`src/rtl/wb_arb2_rr.sv`:
```
// Two-master Wishbone round-robin arbiter; grant is issued one cycle after a request is seen in IDLE.
// The owner keeps the bus until it drops cyc; a slave stall longer than TIMEOUT returns err to the owner.
module wb_arb2_rr #(
   parameter int unsigned TIMEOUT = 1023
) (
   input  logic        clk,
   input  logic        reset,

   input  logic [31:0] m0_adr_i,
   input  logic [31:0] m0_dat_i,
   output logic [31:0] m0_dat_o,
   input  logic [3:0]  m0_sel_i,
   input  logic        m0_we_i,
   input  logic        m0_cyc_i,
   input  logic        m0_stb_i,
   output logic        m0_ack_o,
   output logic        m0_err_o,

   input  logic [31:0] m1_adr_i,
   input  logic [31:0] m1_dat_i,
   output logic [31:0] m1_dat_o,
   input  logic [3:0]  m1_sel_i,
   input  logic        m1_we_i,
   input  logic        m1_cyc_i,
   input  logic        m1_stb_i,
   output logic        m1_ack_o,
   output logic        m1_err_o,

   output logic [31:0] s_adr_o,
   output logic [31:0] s_dat_o,
   output logic [3:0]  s_sel_o,
   output logic        s_we_o,
   output logic        s_cyc_o,
   output logic        s_stb_o,
   input  logic [31:0] s_dat_i,
   input  logic        s_ack_i,
   input  logic        s_err_i,

   output logic [1:0]  grant_o
);

   localparam logic [15:0] TO_VAL = 16'(TIMEOUT);
   localparam bit          TO_EN  = (TIMEOUT != 0);

   typedef enum logic [1:0] {
      IDLE = 2'd0,
      GNT0 = 2'd1,
      GNT1 = 2'd2
   } state_t;

   state_t      state_q;
   logic        last_owner_q;
   logic [15:0] stall_q;

   logic        is_g0;
   logic        is_g1;
   logic        own_cyc;
   logic        own_stb;
   logic        timeout_hit;

   assign is_g0 = (state_q == GNT0);
   assign is_g1 = (state_q == GNT1);

   // Only the owner's request fields ever reach the slave; IDLE drives all zeros.
   always_comb begin
      s_adr_o = '0;
      s_dat_o = '0;
      s_sel_o = '0;
      s_we_o  = 1'b0;
      own_cyc = 1'b0;
      own_stb = 1'b0;
      unique case (state_q)
         GNT0: begin
            s_adr_o = m0_adr_i;
            s_dat_o = m0_dat_i;
            s_sel_o = m0_sel_i;
            s_we_o  = m0_we_i;
            own_cyc = m0_cyc_i;
            own_stb = m0_stb_i;
         end
         GNT1: begin
            s_adr_o = m1_adr_i;
            s_dat_o = m1_dat_i;
            s_sel_o = m1_sel_i;
            s_we_o  = m1_we_i;
            own_cyc = m1_cyc_i;
            own_stb = m1_stb_i;
         end
         default: begin
         end
      endcase
   end

   // A real ack/err on the limit cycle wins over the timeout.
   assign timeout_hit = TO_EN && (state_q != IDLE) && own_stb && (stall_q == TO_VAL)
                        && !s_ack_i && !s_err_i;

   assign s_cyc_o  = own_cyc & ~timeout_hit;
   assign s_stb_o  = own_stb & ~timeout_hit;

   assign m0_dat_o = s_dat_i;
   assign m1_dat_o = s_dat_i;
   assign m0_ack_o = is_g0 & s_ack_i;
   assign m1_ack_o = is_g1 & s_ack_i;
   assign m0_err_o = is_g0 & (s_err_i | timeout_hit);
   assign m1_err_o = is_g1 & (s_err_i | timeout_hit);

   assign grant_o  = {is_g1, is_g0};

   always_ff @(posedge clk) begin
      if (reset) begin
         state_q      <= IDLE;
         last_owner_q <= 1'b1;
         stall_q      <= '0;
      end else begin
         unique case (state_q)
            IDLE: begin
               stall_q <= '0;
               if (m0_cyc_i && m1_cyc_i) begin
                  state_q <= last_owner_q ? GNT0 : GNT1;
               end else if (m0_cyc_i) begin
                  state_q <= GNT0;
               end else if (m1_cyc_i) begin
                  state_q <= GNT1;
               end
            end
            GNT0, GNT1: begin
               // Release always passes through IDLE, giving the mandatory dead cycle.
               if (timeout_hit || !own_cyc) begin
                  state_q      <= IDLE;
                  last_owner_q <= is_g1;
                  stall_q      <= '0;
               end else if (s_ack_i || s_err_i) begin
                  stall_q <= '0;
               end else if (own_stb && (stall_q != 16'hFFFF)) begin
                  stall_q <= stall_q + 16'd1;
               end
            end
            default: begin
               state_q <= IDLE;
            end
         endcase
      end
   end

endmodule

```
`config.mk`:
```
export PLATFORM = sky130hd
export DESIGN_NAME = wb_arb2_rr
export DESIGN_NICKNAME = d
export VERILOG_FILES = /design/src/rtl/wb_arb2_rr.sv
export SDC_FILE = /design/constraint.sdc
export NUM_CORES = 1
export LEC_CHECK = 0
export ABC_AREA = 1
export CORE_AREA = 2 2 125 127
export DETAILED_ROUTE_END_ITERATION = 7
export DIE_AREA = 0 0 127 129
export DONT_BUFFER_PORTS = 1
export SLEW_MARGIN = 20
export SYNTH_ARGS = -nofsm -noshare
export SYNTH_HDL_FRONTEND = slang
export SYNTH_SLANG_ARGS = --single-unit
```
`constraint.sdc`:
```
create_clock -name clk -period 2.2 [get_ports clk]
set_input_delay 0.44 -clock clk [delete_from_list [all_inputs] [get_ports clk]]
set_output_delay 0.44 -clock clk [all_outputs]
set_load 0.02 [all_outputs]
```
Yosys cells after proc, flatten, opt, wreduce, memory -nomap -nowiden
Cells that the tools add are included.
{"block": "word_totals", "reg_bits": 19, "latch_bits": 0, "mem_bits_rw": 0, "rom_bits": 0, "inputBits": 178, "output_inout_bits": 141, "memories": 0}
{"block": "op_classes", "n_addsub": 1, "multipliers": 0, "n_div": 0, "magnitude_cmp": 0, "n_eq_ne": 7, "shifts": 0, "n_mux": 16, "bitwise_logic": 8, "reduce_logical": 18}
{"operator": "32-bit one-hot mux with 2 select lines", "count": 2}
{"operator": "16-bit two-way mux", "count": 3}
{"operator": "16-bit one-hot mux with 2 select lines", "count": 1}
{"operator": "16-bit by 1-bit adder with 16-bit output (second input constant)", "count": 1}
{"operator": "16-bit by 10-bit equality test with 1-bit output (second input constant)", "count": 1}
{"operator": "16-bit != test (second input constant)", "count": 1}
{"operator": "2-bit two-way mux", "count": 5}
{"operator": "4-bit != test (second input constant)", "count": 2}
{"operator": "4-bit one-hot mux with 2 select lines", "count": 1}
{"operator": "1-bit bitwise AND", "count": 6}
{"operator": "1-bit logical AND", "count": 6}
{"operator": "1-bit one-hot mux with 2 select lines", "count": 3}
{"operator": "2-bit AND reduction", "count": 3}
{"operator": "2-bit one-hot mux with 2 select lines", "count": 1}
{"operator": "2-bit nonzero test", "count": 2}
{"operator": "1-bit logical NOT", "count": 3}
{"operator": "2-bit by 1-bit equality test with 1-bit output (second input constant)", "count": 1}
{"operator": "2-bit equality test (second input constant)", "count": 1}
{"operator": "2-bit logical NOT", "count": 1}
{"operator": "1-bit logical OR", "count": 2}
{"operator": "2-bit != test (second input constant)", "count": 1}
{"operator": "2-bit OR reduction", "count": 1}
{"operator": "1-bit inverter", "count": 1}
{"operator": "1-bit bitwise OR", "count": 1}

Depth between registers and ports, before layout
Gate-level depths: netlist (run 1).
{"block": "depth", "ltp_word": 9, "depth_mapped": 14, "depth_no_buf": 14}

Worst setup path before layout (run 1)
No wires, ideal clock.
{"block": "synth_timing", "path_type": "flip-flop to output port", "from": "reg state_q[1]", "to": "out m0_err_o", "arrival_time_ns": 1.582, "t_required_ns": 1.760, "slack_ns": 0.178, "path_stages_with_launch": 10, "path_cell_list": "dfxtp_1 inv_1 ha_1 buf_2 nand2_1 nand2_1 nand2_1 nor4_1 nor2_1 nor2_1"}
{"block": "synth_via", "elab_chain_len": 8, "word_cells_on_any_way": 10, "cone_classes": "eq/ne (2); mux (1); bitwise (2); reduce/logical (5)"}
{"element": "start, declared", "line_no": "51", "source": "state_t state_q;"}
{"element": "start signal, assigned", "line_no": "120", "source": "state_q <= last_owner_q ? GNT0 : GNT1;"}
{"element": "2-bit by 1-bit equality test with 1-bit output *", "line_no": "61", "source": "assign is_g0 = (state_q == GNT0);"}
{"element": "net is_g0", "line_no": "55", "source": "logic is_g0;"}
{"element": "1-bit one-hot mux with 2 select lines", "line_no": "72", "source": "unique case (state_q)"}
{"element": "1-bit logical AND (2 in series)", "line_no": "95", "source": "assign timeout_hit = TO_EN && (state_q != IDLE) && own_stb && (stall_q == TO_VAL)"}
{"element": "1-bit logical AND (2 in series)", "line_no": "96", "source": "&& !s_ack_i && !s_err_i;"}
{"element": "1-bit bitwise OR", "line_no": "105", "source": "assign m0_err_o = is_g0 & (s_err_i | timeout_hit);"}
{"element": "1-bit bitwise AND *", "line_no": "105"}
{"element": "end, declared", "line_no": "17", "source": "output logic m0_err_o,"}
The timed path passes the listed nets; every way through them passes the cells marked *.

Worst setup path in the final report (run 1)
{"block": "layout_timing", "from": "reg stall_q[1]", "to": "out s_stb_o"}
{"block": "layout_via", "elab_chain_len": 6}
{"element": "start, declared", "line_no": "53", "source": "logic [15:0] stall_q;"}
{"element": "start signal, assigned", "line_no": "136", "source": "stall_q <= stall_q + 16'd1;"}
{"element": "16-bit by 10-bit equality test with 1-bit output", "line_no": "95"}
{"element": "1-bit logical AND", "line_no": "95"}
{"element": "1-bit logical AND (2 in series)", "line_no": "96"}
{"element": "1-bit inverter", "line_no": "99", "source": "assign s_stb_o = own_stb & ~timeout_hit;"}
{"element": "1-bit bitwise AND", "line_no": "99"}
{"element": "end, declared", "line_no": "34", "source": "output logic s_stb_o,"}
No other way between the ends.

==> results.txt, run 1 <==
The tools report the category of the worst setup path launch point as a register. Counting tap cells, the placed design contains a total of 741 instances. The clock-pin slew on the worst setup and hold paths was 70 ps. The Yosys step of the flow raised 0 warnings. At the worst endpoint, the required time is 1760 ps. The summed instance area of the synthesized netlist was 2970 sq um; the number of synthesized flops with an enable pin was 0. Across all setup checks in the final design, the least slack found is 17.6 ps. The placed instances occupy a cell area of 3300 sq um.

TritonCTS built the clock tree. The congestion estimate from routability-driven global placement came to 0.990. The fmax is 458 MHz. The horizontal extent of the die was 127 um; the maximum resistive drop on vdd was 270 uV.

The initial antenna violation count is 5, and the sum of net half-perimeters after detailed placement is 11400 um. The tools report the via count of the first global-routing pass as 3373. The transition at the pin with the smallest max-transition slack is 567 ps, and the die area is 16400 sq um.

The fill cell total of the finished layout is 1693, and the pin count of the biggest net entering global routing is 39. The first-iteration detailed-routing DRC count came out at 341. The final-report hold violation count was 0; the largest fanout of any net on the critical path was 5. In this run the remaining antenna-violating nets after routing total 0. Sequential elements use 12.8% of the synthesized area. Compared with the post-synthesis result, the final layout area differs by 24.7%. In the detailed route, the total length drawn on met2 is 6500 um.

The logs give 0 for the final global-route overflow total and 57.0 ps for the worst-case setup slack after placement. For this run, the detailed router's first-pass iteration total came to 5. The completed layout was analyzed and its total power is 2.87 mW. The area of the multi-input gates is 1920 sq um.

The synthesized netlist contains 27 unique library cells. Number of CTS-inserted buffers: 3. For the DRC violation count after routing, the log shows 0. Of the available clock period, the critical path in the final layout requires 99.2%.

In this run the worst hold path is classified as primary input to register. The clock latency on the worst-skew pair is 260 ps, and the data arrival time of the worst path is 1740 ps. Setup repair after global routing could not meet its margin everywhere. Worst hold-check slack: 241 ps. With fillers left out, the area of the finished cells amounts to 3700 sq um. The net count after synthesis is 745, and the detail-routed via count per cell is 4.80.

The smallest clock period supported by the final layout is computed as 2180 ps. The clock tree root buffer cell was sky130_fd_sc_hd__clkbuf_16. The tools report the maximum clock insertion buffer count as 2. After detailed routing, no signal wire sits above met5.

The run gives 9.43 ps as the worst setup skew after layout. For the leakage component of the power, the log shows 1.51 nW. The logs give 319 for the number of I/O pins and 20200 um for the global-route wire length before repair.

Effective utilization at floorplan: 19.8%. The worst setup path is captured at an output pin. The final count of negative-setup-slack endpoints was 0; the mean routed wirelength per cell was 19.2 um. Dividing total power by cell area gives a power density of 777 nW/um^2. The setup path with the least slack is of type register to output pin.

The synthesized design contains 19 register bits. The flow ran to the end, and the final reports show no timing, DRC or antenna violations. The overall track demand over capacity in global routing was 16.4%; the mean post-synth cell area was 5.28 sq um. Cells with a size suffix above 1 make up 26.0% of the layout. The count of input and output buffers was 0. The flip-flop cell with the highest count after synthesis is sky130_fd_sc_hd__dfxtp_1. The logs give 5710 um for the wire length on met1 and 562 for the post-synthesis cell count. Across the run, the number of max-cap violations was 0.

Detailed routing inserted a total of 3655 vias. The total wire length is 14600 um, and the share of synthesized registers carrying an async set or reset is 0%. The sequential cells in the finished layout cover a total of 387 sq um. The logs give 1 for the number of levels in the clock H-tree and 19 for the count of clock tree sinks. The filler-free cell count of the finished design is 761, and the relative slew slack is 62.0%. The floorplan has 45 rows. Summed over all nets, wire length on met3 after detailed routing comes to 1990 um. The run gives 15000 sq um as the total core area. The vertical die dimension works out to 129 um. The run gives 0 as the final count of pins violating max slew. For the final net count, the log shows 754.
==> through the flow <==
step | util, % | TNS, ps
2_1_floorplan | - | 0
3_3_place_gp | 22.0 | 0
3_5_place_dp | 22.0 | 0
4_1_cts | 23.5 | -67.0
5_1_grt | 24.6 | -184
6_report | 24.7 | 0
==> layer usage <==
metal | track usage, % | vias up
met5 | 0 | -
met1 | 19.6 | 1669
met4 | 4.72 | 2
met3 | 7.78 | 35
met2 | 26.5 | 232
li1 | - | 1717
==> worst max-delay path: stages (launching register included) <==
cell and delay [ps]:
sky130_fd_sc_hd__dfxtp_1 350, sky130_fd_sc_hd__ha_2 200, sky130_fd_sc_hd__nand2_2 80, sky130_fd_sc_hd__nor2_4 130, sky130_fd_sc_hd__nand2_4 100, sky130_fd_sc_hd__nor4_4 270
sky130_fd_sc_hd__a21oi_1 160, sky130_fd_sc_hd__buf_4 190
==> state kept, by name, summed over array words and instances, names as in the netlist <==
name,cells
stall_q,16
state_q,2
last_owner_q,1
==> logic make-up (layout without fill, tap and decap cells) <==
logic type	count (synthesis)	in the layout	share of synthesized area, %
xor+xnor	3	3	0.886
other cells	0	3	0
simple gates	318	318	44.3
compound gates	77	77	13.1
fa+ha+maj	5	5	2.11
buf+inv	140	148	26.8
flops	19	19	12.8
==> path summary, 6_finish.rpt <==
| kind | slack, ps | endpoint | depth (start not counted) | startpoint |
|---|---|---|---|---|
| worst min-delay path | 240 | state_q[1] | 1 | reset |
| worst max register to register | 150 | stall_q[2] | 12 | state_q[0] |
| worst min register to register | 470 | last_owner_q | 2 | last_owner_q |
| worst max-delay path | 20 | s_stb_o | 7 | stall_q[1] |
==> Yosys cell counts (3+ instances only) <==
library cell / n / share of area [%]
sky130_fd_sc_hd__buf_2: 5 / 0.84
sky130_fd_sc_hd__nand2_1: 208 / 26
sky130_fd_sc_hd__nor2_1: 52 / 6.6
sky130_fd_sc_hd__dfxtp_1: 19 / 13
sky130_fd_sc_hd__nor3_1: 5 / 0.84
sky130_fd_sc_hd__inv_2: 5 / 0.63
sky130_fd_sc_hd__nand3b_1: 3 / 0.76
sky130_fd_sc_hd__a21oi_1: 73 / 12
sky130_fd_sc_hd__inv_1: 37 / 4.7
sky130_fd_sc_hd__nand3_1: 29 / 4.9
sky130_fd_sc_hd__clkbuf_1: 18 / 2.3
sky130_fd_sc_hd__buf_1: 6 / 0.76
sky130_fd_sc_hd__ha_1: 5 / 2.1
sky130_fd_sc_hd__buf_4: 66 / 17
sky130_fd_sc_hd__nand2_2: 5 / 1.1
sky130_fd_sc_hd__nand4_1: 10 / 2.1
==> cell usage in the layout, fill, tap and decap left out <==
master	instances
sky130_fd_sc_hd__nor3_1	5
sky130_fd_sc_hd__nand4_1	10
sky130_fd_sc_hd__clkinv_1	1
sky130_fd_sc_hd__o21ai_1	2
sky130_fd_sc_hd__nand3_4	1
sky130_fd_sc_hd__dfxtp_2	2
sky130_fd_sc_hd__buf_6	1
sky130_fd_sc_hd__nor2_1	49
sky130_fd_sc_hd__diode_2	3
sky130_fd_sc_hd__nor2_2	4
sky130_fd_sc_hd__a21oi_1	64
sky130_fd_sc_hd__ha_1	1
sky130_fd_sc_hd__nand3b_1	3
sky130_fd_sc_hd__inv_2	4
sky130_fd_sc_hd__buf_12	5
sky130_fd_sc_hd__ha_4	3
sky130_fd_sc_hd__nand3_1	29
sky130_fd_sc_hd__ha_2	1
sky130_fd_sc_hd__nand2_4	3
sky130_fd_sc_hd__nand2_1	204
sky130_fd_sc_hd__nor2_4	2
sky130_fd_sc_hd__xnor2_1	2
sky130_fd_sc_hd__a21oi_2	10
sky130_fd_sc_hd__o21ai_0	1
sky130_fd_sc_hd__nand3_2	1
sky130_fd_sc_hd__dfxtp_1	16
sky130_fd_sc_hd__inv_4	4
sky130_fd_sc_hd__xor2_1	1
sky130_fd_sc_hd__dfxtp_4	1
sky130_fd_sc_hd__clkbuf_16	4
sky130_fd_sc_hd__buf_4	92
sky130_fd_sc_hd__clkinv_2	1
sky130_fd_sc_hd__nand2_2	6
sky130_fd_sc_hd__nor4_4	1
sky130_fd_sc_hd__bufbuf_16	2
sky130_fd_sc_hd__inv_1	34
==> power breakdown <==
part	total, mW	internal [mW]	switching (mW)
registers	0.403	0.375	0.0281
logic	2.07	0.781	1.28
clock network	0.403	0.245	0.158
==> final cells by class <==
cell class | count | area share [%]
antenna | 3 | 0.203
multi-input combinational | 403 | 52.0
sequential | 19 | 10.5
inverter | 43 | 4.64
timing repair buffer | 101 | 24.1
tap | 188 | 6.36
clock buffer | 3 | 2.03
clock inverter | 1 | 0.135
==> timing repair <==
| item | CTS | global route |
|---|---|---|
| pin swaps | 6 | 9 |
| setup buffers | 4 | 6 |
| resized for setup | 14 | 26 |
| hold buffers | 0 | 0 |
| setup endpoints to repair | 34 | 46 |
| gates cloned | 2 | 1 |
(Power assumes the default switching activity.)
==> run 2: changes to the inputs <==
- ABC_AREA: 1 -> 0
- CORE_AREA: 2 2 125 127 -> 2 2 123 125
- DIE_AREA: 0 0 127 129 -> 0 0 125 127
==> run 2 against run 1 <==
  * The flow now finishes with violations (negative setup slack)
  * Hold slack gained 11 ps
  * Sequential power shrank 11%
  * Sequential cell count is the same
  * Wire length grew 1.8%
  * Fmax shrank 10%
  * Setup slack lost 250 ps
  * Critical path depth is the same
  * Non-clock buffer count grew 16
  * Clock skew shrank 0.87 ps
  * First-iteration DRC count shrank 29%
  * Via count shrank 12%
  * Critical path type unchanged
  * Highest routed layer is now met4
==> results.txt, run 2 <==
The horizontal extent of the die is 125 um (-1.6%), and the worst setup skew after layout is 8.57 ps (-0.866 ps). The maximum resistive drop on vdd was 215 uV (-20%). The tools report the wire length on met1 as 5620 um (-1.6%). The largest fanout of any net on the critical path works out to 3 (-2).

The worst min-delay path endpoint is stall_q[14]. The filler-free cell count of the finished design was 608 (-20%); the detail-routed via count per cell was 5.31 (+11%). Counting instances in the post-synthesis netlist gives the leading cell types as sky130_fd_sc_hd__nor2_1, sky130_fd_sc_hd__a22oi_1, sky130_fd_sc_hd__buf_4.

The overall track demand over capacity in global routing was 16.5% (+0.065 points). The run gives 0 (-3) as the number of antenna cells inserted. The DRC violation count after routing is 0 (unchanged), and the final estimated routing congestion in global placement is 0.896 (-9.5%).

The path class of the lowest-slack min-delay path was primary input to register. The library cell used most frequently in the layout, excluding fill and tap cells, is sky130_fd_sc_hd__buf_4. The depth of the most critical reg-to-reg path is 10 (-2).

The mean post-synth cell area works out to 6.77 sq um (+28%). By startpoint and endpoint, the worst setup path is classified as register to output pin. TritonCTS built the clock tree. The maximum clock insertion buffer count was 2 (unchanged). The mean routed wirelength per cell came out at 24.5 um (+27%). The via count of the first global-routing pass was 2954 (-12%); the total power draw was 1.84 mW (-36%).

Transition at the pin with the smallest max-transition slack: 487 ps (-80.5 ps). The count of input and output buffers came out at 0 (unchanged). The net count after synthesis is 581 (-22%), and the worst hold path stage count is 1 (unchanged).

The library cells used most frequently in the layout, excluding fill and tap cells, are sky130_fd_sc_hd__buf_4, sky130_fd_sc_hd__nor2_1, sky130_fd_sc_hd__a22oi_1. Pin count of the biggest net entering global routing: 36 (-7.7%). Fraction of final layout cells with drive strength greater than 1: 46.9% (+21 points). The worst setup path is launched from a register. The largest registers in the layout are stall_q: 16 flops, state_q: 2 flops, last_owner_q: 1 flops. The clock tree root buffer cell is sky130_fd_sc_hd__clkbuf_16. The total number of vias was 3228 (-12%); the relative slew slack was 67.3% (+5.3 points). The final-report hold violation count is 0 (unchanged), and the post-route clock period utilization is 110% (+11 points). The final critical-path required period came out at 2430 ps (+247 ps). The checks that failed: negative setup slack. The clock-pin slew on the worst setup and hold paths is 60 ps (about the same), and the vertical die dimension is 127 um (-1.6%). stall_q holds more flip-flops than any other register.

The share of synthesized registers carrying an async set or reset was 0% (unchanged). The global-route wire length before repair was 19500 um (-3.8%); the total placed cells including tap cells was 589 (-21%). For the number of warnings issued by yosys, the log shows 0 (unchanged).

For the effective utilization at floorplan, the log shows 18.7% (-1.1 points). For the length of routed met2 wiring, the log shows 7110 um (+9.4%). The summed instance area of the synthesized netlist was 2690 sq um (-9.2%). For the first-iteration detailed-routing DRC count, the log shows 242 (-29%). The startpoint of the worst register-to-register path is state_q[0]. The run gives 5 (unchanged) as the count of TritonRoute iterations in the first routing pass.

The data arrival time of the worst path is 1990 ps (+250 ps), and the fill cell total of the finished layout is 1559 (-7.9%). The highest layer touched by signal routing is met4. The flip-flop and latch count after synthesis came out at 19 (unchanged). Detailed-routed wire length on met3: 1840 um (-7.7%). The total core area was 14400 sq um (-3.7%). The count of clock tree sinks is 19 (unchanged). Sorting the synthesized cells by area gives the leading types as sky130_fd_sc_hd__a22oi_1, sky130_fd_sc_hd__buf_4, sky130_fd_sc_hd__dfxtp_1, sky130_fd_sc_hd__nor2_1, sky130_fd_sc_hd__a21oi_1.

The cts-stage hold buffer count is 0 (unchanged). The library cell contributing the largest single delay on the critical path is sky130_fd_sc_hd__or4b_4. Among cell families on the critical path, the largest total delay comes from simple AND/OR/NAND/NOR gates. For the final count of pins violating max slew, the log shows 0 (unchanged). In this run the critical register-to-register path is captured at stall_q[10].

Critical path's largest stage delay: 470 ps (+120 ps). The tools report the final net count as 608 (-19%). The run finished, with violations left.

The leakage component of the power is 1.34 nW (-11%). Initial antenna violation count: 0 (-5). For the final count of negative-setup-slack endpoints, the log shows 4 (+4). The max-capacitance violation count was 0 (unchanged); the sum of net half-perimeters after detailed placement was 10900 um (-4.2%). The logs give 26.8% (+2.1 points) for the final standard cell utilization of the core and 44 (-2.2%) for the number of core rows.

The run gives 412 MHz (-10%) as the fmax. The growth of design area from synthesis to finish is 43.6%. The cell taking the most area after synthesis is sky130_fd_sc_hd__a22oi_1.

The worst path buffer plus inverter count was 1 (unchanged). Final global-route overflow total: 0 (unchanged). The critical path goes through inv_2 -> ha_4 -> or4b_4 -> nor4_4 -> and2_4 -> a21oi_4 -> nor2b_4. The logs give -734 ps (-734 ps) for the final setup TNS and 250 ps (about the same) for the clock latency on the worst-skew pair.

The logs give 319 (unchanged) for the number of I/O pins and 14.1% (+1.3 points) for the share of the yosys chip area belonging to registers. The run gives 252 ps (+10.8 ps) as the worst hold-check slack. The number of CTS-inserted buffers is 3 (unchanged), and the share of the synthesized area in the top cell type is 20.1% (-6.3 points). The number of synthesized flops with an enable pin is 0 (unchanged), and the required time reported for the critical path endpoint is 1760 ps (about the same). The worst hold path begins at reset. Setup repair after global routing could not meet its margin everywhere. The tools report the die area as 15900 sq um (-3.1%).

The logs give 14900 um (+1.8%) for the total wire length and 0 (unchanged) for the remaining number of nets flagged by the antenna check after routing. The nature of the critical path endpoint is an output pin. Among all flip-flop cells after synthesis, the most frequent one is sky130_fd_sc_hd__dfxtp_1. The final critical-path setup slack was -229 ps (-247 ps); the number of levels in the clock H-tree was 1 (unchanged).

Number of flip-flops under the largest register name: 16 (unchanged). The power per unit of standard cell area was 477 nW/um^2 (-39%). The logs give 398 (-29%) for the post-synthesis cell count and 70 ps (-80 ps) for the worst setup slack for register-to-register paths. The tools report the number of distinct library cells after synthesis as 51 (+89%). Most numerous cell in the Yosys netlist: sky130_fd_sc_hd__nor2_1.
-- run 2: changes by cell type in the layout (fill, tap and decap cells not counted), moves of 6 or more --
cell	previous run	this run
sky130_fd_sc_hd__a21oi_1	64	16
sky130_fd_sc_hd__a21oi_2	10	4
sky130_fd_sc_hd__a22oi_1	0	37
sky130_fd_sc_hd__a22oi_2	0	35
sky130_fd_sc_hd__a31oi_1	0	7
sky130_fd_sc_hd__buf_16	0	9
sky130_fd_sc_hd__buf_4	92	98
sky130_fd_sc_hd__inv_1	34	4
sky130_fd_sc_hd__nand2_1	204	14
sky130_fd_sc_hd__nand2_2	6	0
sky130_fd_sc_hd__nand3_1	29	8
sky130_fd_sc_hd__nor2_1	49	67
sky130_fd_sc_hd__nor2_2	4	11
-- run 2: cell type report --
class                   count  area [sq um]  share of cell area (%)
multi-input cells         277          2020                    52.2
repair buffers            117          1130                    29.2
flip-flops and latches     19           383                    9.90
well taps                 184           230                    5.95
clock buffers               4          78.8                    2.04
inverters                   7          28.8                   0.744
-- run 2: where the power goes --
group,total [mW],switching [mW],internal [mW],leakage (nW)
sequential,0.359,0.00473,0.354,0.154
combinational,1.10,0.628,0.475,1.15
clock,0.382,0.135,0.247,0.0382
total,1.84,0.768,1.08,1.34
-- run 2: worst max-delay path by stage --
stage                     slack [ps]  depth (start not counted)        to        from
after detailed placement         -90                          7  m0_err_o  state_q[0]
after global placement           -60                          7  m1_err_o  state_q[0]
after floorplan                 -250                          7  m0_err_o  state_q[0]
final                           -230                          7  m1_err_o  state_q[0]
after global routing            -300                          7  m1_err_o  state_q[0]
after CTS                       -230                          7  m0_err_o  state_q[0]
-- run 2: timing repair --
item / 4_1_cts / 5_1_grt
endpoints found under the setup margin: 52 / 48
pin swaps: 6 / 14
cloned: 7 / 2
gates resized for setup: 39 / 53
setup buffers: 7 / 2
-- run 2: layer usage --
layer | vias up | track usage [%]
li1 | 1437 | -
met1 | 1528 | 20.0
met2 | 238 | 27.2
met3 | 25 | 7.33
met4 | 0 | 3.46
met5 | - | 0
-- run 2: cell families (layout without fill, tap and decap cells) --
kind of cell    after synthesis  after routing  share of synthesized area, %
simple gates                143            143                          25.5
buf+inv                     102            128                          24.2
fa+ha+maj                     5              5                          2.32
compound gates              129            129                          33.8
flops                        19             19                          14.1
-- run 2: through the flow --
step | cell area [sq um] | setup WS [ps]
final | 3870 | -229
after global routing | 3870 | -297
after CTS | 3660 | -225
after detailed placement | 3150 | -92.9
after global placement | 3150 | -60.5
after floorplan | 2740 | -246
==> patch 1, RTL diff (config.mk and constraints of run 2) <==
Make the reset (`reset`) asynchronous in one clocked block.
--- a/src/rtl/wb_arb2_rr.sv
+++ b/src/rtl/wb_arb2_rr.sv
@@ -107,7 +107,7 @@
 
    assign grant_o  = {is_g1, is_g0};
 
-   always_ff @(posedge clk) begin
+   always_ff @(posedge clk or posedge reset) begin
       if (reset) begin
          state_q      <= IDLE;
          last_owner_q <= 1'b1;
Check against the original RTL: differs if reset is asserted again (counterexample within 4 cycles, from zero or initial values and one cycle with reset high); with reset held inactive, the same outputs for 4 cycles.
==> patch 1 against run 2 <==
The flow still finishes with violations (setup timing); sequential cell count unchanged; worst setup slack better by 37 ps; clock skew decreased by 1.5 ps; synthesized cell count is 5.8% lower; final cell count down 4.8%; fmax up 1.6%; via count fell by 9.1%; synthesized area decreased by 0.51%; design area is 8.2% lower; wire length is 16% lower; critical endpoint is now s_cyc_o.
Power is not compared: it rests on default switching activity, and its combinational part moved more than twofold at a synthesized area within 25%.
==> patch 1: results (changes against run 2) <==
<table>
<tr><th>Metric</th><th>Value</th></tr>
<tr><th colspan="2">Status</th></tr>
<tr><td>Status</td><td>finished, violations left</td></tr>
<tr><td>Violations in the final reports</td><td>setup timing</td></tr>
<tr><th colspan="2">Detailed routing</th></tr>
<tr><td>M1 WL</td><td>4614 um (-18%)</td></tr>
<tr><td>Routed wire length per instance</td><td>21.60 um (-12%)</td></tr>
<tr><td>Detailed-routed wire length on met2</td><td>6359 um (-11%)</td></tr>
<tr><td>Via Count</td><td>2935 (-9.1%)</td></tr>
<tr><th colspan="2">Clocking</th></tr>
<tr><td>Cells resized by post-CTS repair</td><td>20 (-49%)</td></tr>
<tr><th colspan="2">Place</th></tr>
<tr><td>RD Place Congestion</td><td>0.8881 (-0.90%)</td></tr>
<tr><td>DP Cell Count</td><td>559 (-5.1%)</td></tr>
<tr><td>Sum of net half-perimeters after detailed placement</td><td>9906 um (-8.9%)</td></tr>
<tr><td>Cell Area, Placed</td><td>3045 um^2 (-3.4%)</td></tr>
<tr><th colspan="2">Worst setup path</th></tr>
<tr><td>Worst path slowest cell</td><td>dfrtp_1</td></tr>
<tr><td>Top fanout value on the critical path</td><td>4 (+1)</td></tr>
<tr><td>Crit-path leading delay family</td><td>buffers and inverters</td></tr>
<tr><th colspan="2">Global routing</th></tr>
<tr><td>Largest net degree at the start of global routing</td><td>73 (+100%)</td></tr>
<tr><td>Vias in the first global route</td><td>2716 (-8.1%)</td></tr>
<tr><td>Met2 Use GR</td><td>23.08% (-4.1 points)</td></tr>
<tr><td>Met3 demand-to-capacity share in global routing</td><td>5.151% (-2.2 points)</td></tr>
<tr><th colspan="2">Yosys</th></tr>
<tr><td>Synth area leaders</td><td>a22oi_1, buf_4, dfrtp_1</td></tr>
<tr><td>Share of synthesized flip-flops with an asynchronous set or reset</td><td>100.0% (+100 points)</td></tr>
<tr><th colspan="2">Finish</th></tr>
<tr><td>Non-filler instance count after layout</td><td>579 (-4.8%)</td></tr>
<tr><th colspan="2">Timing</th></tr>
<tr><td>Actual slew at the worst max-slew pin</td><td>806.4 ps (+319.6 ps)</td></tr>
<tr><td>Worst setup margin</td><td>-191.6 ps (+37.42 ps)</td></tr>
<tr><td>Final-layout setup total negative slack</td><td>-440.8 ps (+293.4 ps)</td></tr>
<tr><td>Setup violation total in the final timing report</td><td>7 (+3)</td></tr>
</table>
[patch 1: cell types whose count changed in the layout (fill, tap and decap cells not counted), moves of 4 or more]
cell / before / now
dfxtp_1: 17 / 0
dfrtp_1: 0 / 18
buf_16: 9 / 3
a22oi_1: 37 / 57
nor2_2: 11 / 0
buf_4: 98 / 94
inv_1: 4 / 8
a22oi_2: 35 / 13
nor2_1: 67 / 79
a21oi_4: 4 / 0
a22o_1: 1 / 5
a21oi_1: 16 / 3
buf_6: 5 / 10
a31oi_1: 7 / 0
[patch 1: cells by family (layout without fill, tap and decap cells)]
kind of cell	Yosys count	after routing	share of synthesized area [%]
xor gates and xnor gates	3	3	0.9806
and+or+nand+nor	136	136	24.60
AOI/OAI and AO/OA	108	108	30.07
adders and majority gates	5	5	2.334
buffers and inverters	103	123	23.86
muxes	1	1	0.3735
DFF	19	19	17.79
[patch 1: path summary, 6_finish.rpt]
path | cells past startpoint | start | endpoint | slack [ps]
setup / recovery | 8 | state_q[1]$_DFFE_PP0P_ | s_cyc_o | -190
min in group clk | 2 | m1_cyc_i | state_q[1]$_DFFE_PP0P_ | 380
setup reg to reg | 13 | state_q[1]$_DFFE_PP0P_ | state_q[0]$_DFFE_PP0P_ | 10
max in group asynchronous | 1 | reset | state_q[0]$_DFFE_PP0P_ | 1470
hold reg to reg | 1 | stall_q[0]$_DFFE_PP0P_ | stall_q[0]$_DFFE_PP0P_ | 530
hold / removal | 1 | reset | stall_q[2]$_DFFE_PP0P_ | 220
[patch 1: layout make-up]
class	count	area (um^2)	share of cell area, %
multi-input combinational	253	1795	50.58
timing repair buffer	108	925.9	26.08
sequential	19	476.7	13.43
tap	184	230.2	6.486
clock buffer	3	75.07	2.115
inverter	11	41.29	1.163
clock inverter	1	5.005	0.1410
==> patch 2, RTL diff (settings of run 2) <==
Without the edit above. The parameter `TIMEOUT` goes from 1023 to 512.
--- a/src/rtl/wb_arb2_rr.sv
+++ b/src/rtl/wb_arb2_rr.sv
@@ -1,7 +1,7 @@
 // Two-master Wishbone round-robin arbiter; grant is issued one cycle after a request is seen in IDLE.
 // The owner keeps the bus until it drops cyc; a slave stall longer than TIMEOUT returns err to the owner.
 module wb_arb2_rr #(
-   parameter int unsigned TIMEOUT = 1023
+   parameter int unsigned TIMEOUT = 512
 ) (
    input  logic        clk,
    input  logic        reset,
Function: same outputs for any inputs over 4 cycles, from zero or initial values and one cycle with reset high; that may be too few to reach the edited logic, so the function may still have changed.
==> patch 2 against run 2 <==
The flow still finishes with violations (setup timing); design area decreased by 4.2%; wire length grew 1.7%; utilization shrank 1.1 points; non-clock buffer count rose by 5; total power down 17%; sequential cell count unchanged; synthesized area rose by 2.9%; worst setup slack better by 87 ps; critical endpoint is now s_cyc_o; highest routed layer unchanged.
==> patch 2: results (changes against run 2) <==
<table>
<tr><th>Metric</th><th>Value</th></tr>
<tr><th colspan="2">Finish</th></tr>
<tr><td>Multi-input gate share of total cell area</td><td>52.01% (-0.16 points)</td></tr>
<tr><td>Number of logic inverters in the finished layout</td><td>13 (+6)</td></tr>
<tr><td>Number of filler cells placed in the layout</td><td>1586 (+1.7%)</td></tr>
<tr><td>Proportion of layout cells with a drive suffix above 1</td><td>41.65% (-5.3 points)</td></tr>
<tr><td>Number of antenna repair diodes</td><td>1 (+1)</td></tr>
<tr><td>Non-clock buffer contribution to total cell area</td><td>27.94% (-1.3 points)</td></tr>
<tr><th colspan="2">Timing</th></tr>
<tr><td>Final-layout setup total negative slack</td><td>-404.5 ps (+329.6 ps)</td></tr>
<tr><td>Setup clock skew after layout</td><td>2.073 ps (-6.495 ps)</td></tr>
<tr><td>Setup violation total in the final timing report</td><td>6 (+2)</td></tr>
<tr><td>Worst setup margin</td><td>-141.9 ps (+87.06 ps)</td></tr>
<tr><th colspan="2">Worst setup path</th></tr>
<tr><td>Arrival time of the worst setup path</td><td>1900 ps (-90 ps)</td></tr>
<tr><td>Worst Setup SP</td><td>stall_q[0]$_SDFFE_PP0P_</td></tr>
<tr><td>Internal reg-to-reg setup slack</td><td>-30 ps (-100 ps)</td></tr>
<tr><td>Worst setup path endpoint</td><td>s_cyc_o</td></tr>
<tr><td>Capture point of the worst reg-to-reg path</td><td>state_q[0]$_SDFFE_PP0P_</td></tr>
<tr><th colspan="2">Status</th></tr>
<tr><td>Violations in the final reports</td><td>setup timing</td></tr>
<tr><td>Status</td><td>finished, violations left</td></tr>
<tr><th colspan="2">Global routing</th></tr>
<tr><td>Global Route Usage Sum</td><td>16.96% (+0.46 points)</td></tr>
<tr><td>Largest net degree at the start of global routing</td><td>74 (+110%)</td></tr>
<tr><td>Number of antenna violations at the first check in global routing</td><td>1 (+1)</td></tr>
<tr><td>Vias in the first global route</td><td>2999 (+1.5%)</td></tr>
<tr><th colspan="2">Yosys</th></tr>
<tr><td>Number of nets produced by synthesis</td><td>579 (-0.34%)</td></tr>
<tr><td>Proportion of synthesized chip area in sequential cells</td><td>13.72% (-0.40 points)</td></tr>
<tr><th colspan="2">Place</th></tr>
<tr><td>Worst setup timing slack at the placement stage</td><td>-26.90 ps (+65.95 ps)</td></tr>
<tr><td>Cell Area, Placed</td><td>3228 um^2 (+2.4%)</td></tr>
<tr><th colspan="2">Worst hold path</th></tr>
<tr><td>Worst Hold Path EP</td><td>state_q[1]$_SDFFE_PP0P_</td></tr>
<tr><th colspan="2">Power</th></tr>
<tr><td>Peak VDD IR</td><td>0.3123 mV (+45%)</td></tr>
</table>
[patch 2: changes by cell type in the layout (fill, tap and decap cells not counted), moves of 4 or more]
cell     delta
buf_16      -7
a22oi_2    -29
a22oi_1    +27
nor2_4      +6
a31oi_1     +5
buf_4      +10
nand2_1     -4
nor2_1      -6
a21oi_1    -10
a21oi_2     -4
inv_1       +6
a21oi_4     -4
[patch 2: logic make-up (layout without fill, tap and decap cells)]
family / after synthesis / in the layout / share of synthesized area, %
AOI/OAI and AO/OA: 118 / 118 / 32.19
buffers and inverters: 109 / 139 / 24.74
muxes: 2 / 2 / 0.8126
adders and majority gates: 6 / 6 / 2.709
and+or+nand+nor: 141 / 141 / 25.82
other: 0 / 1 / 0
DFF: 19 / 19 / 13.72
[patch 2: stage by stage]
step / cells / utilization, %
2_1_floorplan: 395 / -
3_3_place_gp: 594 / 22.38
3_5_place_dp: 594 / 22.38
4_1_cts: 606 / 24.30
5_1_grt: 610 / 25.70
6_report: 610 / 25.70
[patch 2: power breakdown]
group          internal [mW]  leakage, nW  switching [mW]
registers              0.351        0.154         0.00548
clock network          0.247       0.0382           0.147
logic                  0.300         1.15           0.480
[patch 2: per-layer routing]
metal | GRT usage, % | up-vias | wire length, um
li1 | - | 1451 | -
met1 | 17.70 | 1469 | 4938
met2 | 22.83 | 244 | 6224
met3 | 17.76 | 25 | 3518
met4 | 5.425 | 0 | 458
met5 | 0 | - | 0
[patch 2: what timing repair did]
action                                  4_1_cts  5_1_grt
gates cloned                                  1        1
pin swaps                                    10       10
endpoints found under the setup margin       74       63
setup buffers                                 7        4
resized for setup                            27       46
